**config.mk**
```make
export PLATFORM = sky130hd
export DESIGN_NAME = avg_frame_loader
export DESIGN_NICKNAME = d
export VERILOG_FILES = /design/src/rtl/avg_frame_loader.sv
export SDC_FILE = /design/constraint.sdc
export NUM_CORES = 1
export LEC_CHECK = 0
export ABC_CLOCK_PERIOD_IN_PS = 5800
export CAP_MARGIN = 20
export CORE_MARGIN = 2
export CORE_UTILIZATION = 40
export DETAILED_ROUTE_END_ITERATION = 16
export GPL_TIMING_DRIVEN = 0
export HOLD_SLACK_MARGIN = 0.06
export PLACE_DENSITY = 0.75
export SLEW_MARGIN = 40
export SYNTH_ARGS = -nofsm -noshare
export SYNTH_HDL_FRONTEND = slang
export SYNTH_SLANG_ARGS = --single-unit
```
**constraint.sdc**
```tcl
create_clock -name Clk -period 5.8 [get_ports Clk]
set_clock_uncertainty 0.2 [all_clocks]
set_input_delay 1.45 -clock Clk [delete_from_list [all_inputs] [get_ports Clk]]
set_output_delay 1.45 -clock Clk [all_outputs]
set_load 0.02 [all_outputs]
```
**src/rtl/avg_frame_loader.sv**
```systemverilog
// Serial-to-parallel frame loader feeding the eight-input averager.
// Optional running sum of the frame samples when AVG_FRAME_SUM_EN is defined.
//
// state | meaning
// FILL  | accepting samples into slot[idx]; in_ready high
// HOLD  | complete frame presented on a..h/sa; waiting for frame_ready
module avg_frame_loader #(
  parameter int DATAWIDTH   = 16,
  parameter int FRAME_CNT_W = 16
) (
  input  logic                   Clk,
  input  logic                   Rst,
  input  logic [DATAWIDTH-1:0]   in_data,
  input  logic                   in_valid,
  output logic                   in_ready,
  input  logic [7:0]             sa_cfg,
  input  logic                   flush,
  output logic [DATAWIDTH-1:0]   a,
  output logic [DATAWIDTH-1:0]   b,
  output logic [DATAWIDTH-1:0]   c,
  output logic [DATAWIDTH-1:0]   d,
  output logic [DATAWIDTH-1:0]   e,
  output logic [DATAWIDTH-1:0]   f,
  output logic [DATAWIDTH-1:0]   g,
  output logic [DATAWIDTH-1:0]   h,
  output logic [7:0]             sa,
  output logic                   frame_valid,
  input  logic                   frame_ready,
`ifdef AVG_FRAME_SUM_EN
  output logic [DATAWIDTH+15:0]  sum,
`endif
  output logic [FRAME_CNT_W-1:0] frames_done
);

  typedef enum logic {FILL, HOLD} state_t;

  state_t               state, state_nxt;
  logic [2:0]           idx;
  logic [DATAWIDTH-1:0] slot [8];
  logic                 accept;
  logic                 handoff;

  // in_ready must drop with Rst itself, not just on the next edge
  assign in_ready    = (state == FILL) && !Rst;
  assign frame_valid = (state == HOLD);
  assign accept      = in_valid && in_ready && !flush;
  assign handoff     = (state == HOLD) && frame_ready && !flush;

  always_ff @(posedge Clk or posedge Rst) begin
    if (Rst) state <= FILL;
    else     state <= state_nxt;
  end

  always_comb begin
    state_nxt = state;
    if (flush) begin
      state_nxt = FILL;
    end else begin
      case (state)
        FILL: if (accept && idx == 3'd7) state_nxt = HOLD;
        HOLD: if (frame_ready)           state_nxt = FILL;
        default:                         state_nxt = FILL;
      endcase
    end
  end

  // flush rewinds the index only; slot contents and sa are deliberately kept
  always_ff @(posedge Clk or posedge Rst) begin
    if (Rst) begin
      idx <= 3'd0;
      sa  <= 8'd0;
      for (int i = 0; i < 8; i++) slot[i] <= '0;
    end else if (flush) begin
      idx <= 3'd0;
    end else if (accept) begin
      slot[idx] <= in_data;
      idx       <= idx + 3'd1;
      if (idx == 3'd0) sa <= sa_cfg;
    end
  end

  always_ff @(posedge Clk or posedge Rst) begin
    if (Rst)          frames_done <= '0;
    else if (handoff) frames_done <= frames_done + 1'b1;
  end

`ifdef AVG_FRAME_SUM_EN
  always_ff @(posedge Clk or posedge Rst) begin
    if (Rst)         sum <= '0;
    else if (flush)  sum <= '0;
    else if (accept) begin
      if (idx == 3'd0) sum <= {16'd0, in_data};
      else             sum <= sum + {16'd0, in_data};
    end
  end
`endif

  assign a = slot[0];
  assign b = slot[1];
  assign c = slot[2];
  assign d = slot[3];
  assign e = slot[4];
  assign f = slot[5];
  assign g = slot[6];
  assign h = slot[7];

endmodule

```
# Word level (Yosys, flattened, before mapping)
# Cells that the tools add are included.
[totals]
register_bits = 156
elab_cells = 42
[op_classes]
n_lt_le_gt_ge = 2
n_mux = 9
n_reduce_logical = 13
add_sub_neg = 2
n_eq_ne = 1
n_bitwise = 3
[op_table]
columns = ["operator", "n"]
rows = [
  ["bitwise mux 128 bit", 1],
  ["demux 16 bit (select 3 bit)", 1],
  ["adder 16 x 1 -> 16 bit (second input constant)", 1],
  ["two-way mux 16 bit", 1],
  ["logical AND 1 bit", 7],
  ["two-way mux 3 bit", 2],
  [">= comparator 4 bit (second input constant)", 1],
  ["< comparator 4 x 1 -> 1 bit (second input constant)", 1],
  ["inverter 3 -> 4 bit", 1],
  ["adder 3 x 1 -> 3 bit (second input constant)", 1],
  ["equality test 3 bit (second input constant)", 1],
  ["zero test 3 bit", 1],
  ["two-way mux 1 bit", 3],
  ["AND reduction 3 bit", 1],
  ["zero test 1 bit", 2],
  ["inverter 1 bit", 2],
  ["one-hot mux 1 bit (2 select lines)", 1],
  ["AND reduction 2 bit", 1],
  ["nonzero test 2 bit", 1],
]

# Logic depth before layout (Yosys ltp)
# Gate-level depths: netlist (run 1).
[depth]
word_depth = 8
depth_mapped = 6

# Worst setup path before layout (run 1)
# OpenSTA, ideal clock, no wires.
[synth_timing]
path_kind = "input-to-output"
from = "input Rst"
to = "output in_ready"
setup_slack_ns = 2.301
arrival_time_ns = 1.849
path_stages = 1
cell_sequence = "nor2_1"
[synth_via]
elab_chain_cells = 2
[synth_lines]
columns = ["element", "line_no", "rtl"]
rows = [
  ["start: declaration", "12", "input logic Rst,"],
  ["zero test 1 bit (no line)", "--", ""],
  ["logical AND 1 bit", "44", "assign in_ready = (state == FILL) && !Rst;"],
  ["end: declaration", "15", "output logic in_ready,"],
]
# Every way passes these cells.

# Worst setup path in the final report (run 1)
# Same ends and word-level chain as after synthesis.

==> flow_summary.ini, run 1 <==
[clocking]
clock_path_buffers = 2
tritoncts = built
ctsResizeCount = 0
cts_hold_buf = 0
root_buffer = clkbuf_16
path_clk_slew_ns = 0.06
cts.htree.levels = 4
cts_setup_buffers = 0
clk_latency_ns = 0.41
numCtsBuffers = 17
cts_sinks = 156

[power_and_ir_drop]
p_leak_uw = 0.00415
pwr_density_cell_mw_per_mm2 = 319
peakVddDrop_mv = 0.235

[critical_path]
worst_setup_path_start_kind = primary input
crit_path_start = Rst
r2r-start = frame_valid
r2r_slack_ns = 3.30
worstReg2RegEnd = a[2]
slowest_stage = clkdlybuf4s50_1
critPathRequiredTime_ns = 4.15
cp_cell_sequence = clkdlybuf4s50_1 > nor2_1 > clkdlybuf4s50_1
crit_top_cell = clkdlybuf4s50_1
cpPeakStageDelay_ns = 0.70
crit_fanout = 5
rr_worst_depth = 5
crit_path_end = in_ready
arrival_ns = 2.96
endpoint_kind = output port
critical_path_class = in2out

[floorplanning]
die_w_um = 127
initial_core_util = 0.405
fp.dieH_um = 127
die_area_mm2 = 0.0162
ioPinCount = 183
row_count = 45
core_mm2 = 0.0150

[yosys]
synthAdderAreaFrac = 0.00822
syn-num-nets = 414
synthCells = 381
synthSimpleGateAreaFrac = 0.0573
syn_area_per_cell_um2 = 16.0
synth-xor-area-share = 0.0230
synth_area_mm2 = 0.00609
yosysWarnings = 0
ys_ff_latch = 156
synth_top_family_by_area = multiplexers
synth_compound_area_frac = 0.00308
yosysSeqAreaShare = 0.641
yosys-mux-area-fraction = 0.251
synth.distinct_cells = 29

[cells_and_area]
area_delta_synth_final_pct = 46.7
final_core_util = 0.594
fin_nets = 622
fill_cells = 1132
finalInstanceArea_mm2 = 0.00893
drive_gt1_frac = 0.255
diodes = 0

[grt]
grt_max_degree = 25
grt_usage = 0.189
grt_overflow = 0
grt_first_pass_wirelength_um = 23500
first_global_vias = 4290
antenna_found_initial = 0

[timing]
slew_violations = 0
finalCriticalPeriod_ns = 4.61
worstMarginPinSlew_ns = 0.752
fin_crit_sh = 0.795
setup_violations = 0
rsz0062_at_grt = false
hold_viol = 0
tns_ns = 0
slew_headroom = 0.494
max_freq_mhz = 217

[route]
viasPerCell = 5.01
first_pass_iters = 4
remaining_drc_errors = 0
drt_iter0_markers = 97
num_vias = 3943
drt-total-wl_um = 14700
drt-wirelength-per-cell_um = 18.7
ant_nets = 0

[placed_design]
gp_congestion = 0.805
placement.io_buffers = 182
dpl-instance-area_mm2 = 0.00834
dp_hpwl_um = 10600

[status]
status = complete, no violations

[hold_path]
hold_depth = 1
hold_path_class = reg2reg

[flow_run]
timing.max_cap.violations = 0
-- cells by family (layout without fill, tap and decap cells) --
| group | count (synthesis) | count (layout) |
|---|---|---|
| compound gates | 3 | 3 |
| xor+xnor | 16 | 16 |
| fa+ha+maj | 4 | 4 |
| buf+inv | 16 | 234 |
| flops | 156 | 156 |
| mux | 136 | 136 |
| simple gates | 50 | 50 |
-- layout make-up --
cell class	count	area (um^2)	area share
Sequential cell	156	3900	0.437
Multi-Input combinational cell	209	2090	0.234
Timing Repair Buffer	189	2010	0.226
Clock buffer	21	470	0.0527
Tap cell	188	235	0.0263
Clock inverter	8	118	0.0132
Buffer	11	78.8	0.00882
Inverter	5	22.5	0.00252
-- per-stage QoR --
stage	std cells	hold slack, ns	total power (uW)	setup slack (ns)
5_1_grt	787	0.297	2960	1.11
2_1_floorplan	381	0.382	1480	2.18
4_1_cts	787	0.280	2880	1.18
3_5_place_dp	758	0.265	1770	1.19
6_report	787	0.278	2850	1.19
3_3_place_gp	751	0.266	1740	0.875
-- state kept, by name, indices dropped and copies added, names as in the netlist --
name / cells
h: 16
g: 16
f: 16
a: 16
b: 16
frames_done: 16
sa: 8
frame_valid: 1
c: 16
idx: 3
e: 16
d: 16
-- cell usage after synthesis --
cell type,n,share of area
dfrtp_1,156,0.64
mux2_2,95,0.18
mux2_1,41,0.076
nand2_1,14,0.0086
xnor2_1,13,0.019
nor2_1,8,0.0049
buf_4,7,0.0086
inv_1,5,0.0031
ha_1,4,0.0082
nand3_1,4,0.0033
nand4_1,4,0.0041
buf_2,3,0.0025
xor2_1,3,0.0043
a21oi_1,2,0.0016
and2_1,2,0.0021
and4_1,2,0.0029
nand2_2,2,0.0021
nand3_4,2,0.0058
nand3b_1,2,0.0025
nor3_4,2,0.0053
nor4_1,2,0.0021
a32oi_1,1,0.0014
buf_6,1,0.0018
nand3b_4,1,0.0033
nand4b_1,1,0.0014
nor2_2,1,0.0010
nor3b_4,1,0.0031
nor4b_4,1,0.0039
or2_2,1,0.0010
-- worst min path at each step --
stage / to / slack [ns] / startpoint
after global routing: frames_done[15] / 0.30 / frames_done[15]
after floorplan: frames_done[15] / 0.38 / frames_done[15]
after global placement: frames_done[15] / 0.27 / frames_done[15]
after detailed placement: frames_done[15] / 0.26 / frames_done[15]
final: frames_done[15] / 0.28 / frames_done[15]
after CTS: frames_done[15] / 0.28 / frames_done[15]
-- worst max-delay path, delay by kind of cell --
family	cells	cell delay (ns)
buffers and inverters	2	1.21
and+or+nand+nor	1	0.30
-- layout by cell type, fill, tap and decap left out, types with 2 or more instances in the layout --
master           count
ha_1                 4
buf_2                3
clkinvlp_4           2
clkdlybuf4s50_1    182
and2_1               2
nand3_4              2
nor3_4               2
clkinv_2             4
nand4_1              4
nor4_1               2
nand2_2              2
mux2_1              41
a21oi_1              2
buf_4                7
xnor2_1             13
xor2_1               3
nand3b_1             2
buf_16               7
bufinv_16            3
dfrtp_1            156
nand2_1             14
clkbuf_8             3
clkbuf_16           17
and4_1               2
mux2_2              95
inv_1                4
nor2_1               8
nand3_1              4
-- routing by layer --
layer | up-vias | part of all wire | track usage
met5 | - | 0 | 0
met4 | 0 | 0.014 | 0.0614
met3 | 16 | 0.068 | 0.0595
met2 | 151 | 0.49 | 0.311
met1 | 2014 | 0.43 | 0.238
li1 | 1762 | - | -
-- power by group --
group	total, uW	internal [uW]	switching [uW]	leakage (uW)
registers	1240	1190	52.7	0.00209
logic	505	263	242	0.00177
clock network	1100	700	404	0.000290
(Power assumes the default switching activity.)
==> inputs of run 2 (changes only) <==
ABC_CLOCK_PERIOD_IN_PS = 3900   (was 5800)
clock period = 3.9 ns   (was 5.8 ns; I/O delays follow)
==> results of run 2 <==
Same layout as run 1 (identical final DEF). Status: complete, no violations.
Main changes from that run: setup slack after placement 1.19 ns -> 0.242 ns; setup slack after layout 1.19 ns -> 0.239 ns; register-to-register setup slack 3.30 ns -> 1.40 ns; total power 2850 uW -> 4230 uW; worst IR drop on VDD 0.235 mV -> 0.349 mV
==> inputs of run 3 (changes only) <==
CTS_CLUSTER_SIZE = 28   (was default)
==> results of run 3 <==
Same layout as run 1 (identical final DEF). Status: complete, no violations.
Main changes from that run: setup slack after placement 1.19 ns -> 0.242 ns; setup slack after layout 1.19 ns -> 0.239 ns; register-to-register setup slack 3.30 ns -> 1.40 ns; total power 2850 uW -> 4230 uW; worst IR drop on VDD 0.235 mV -> 0.349 mV
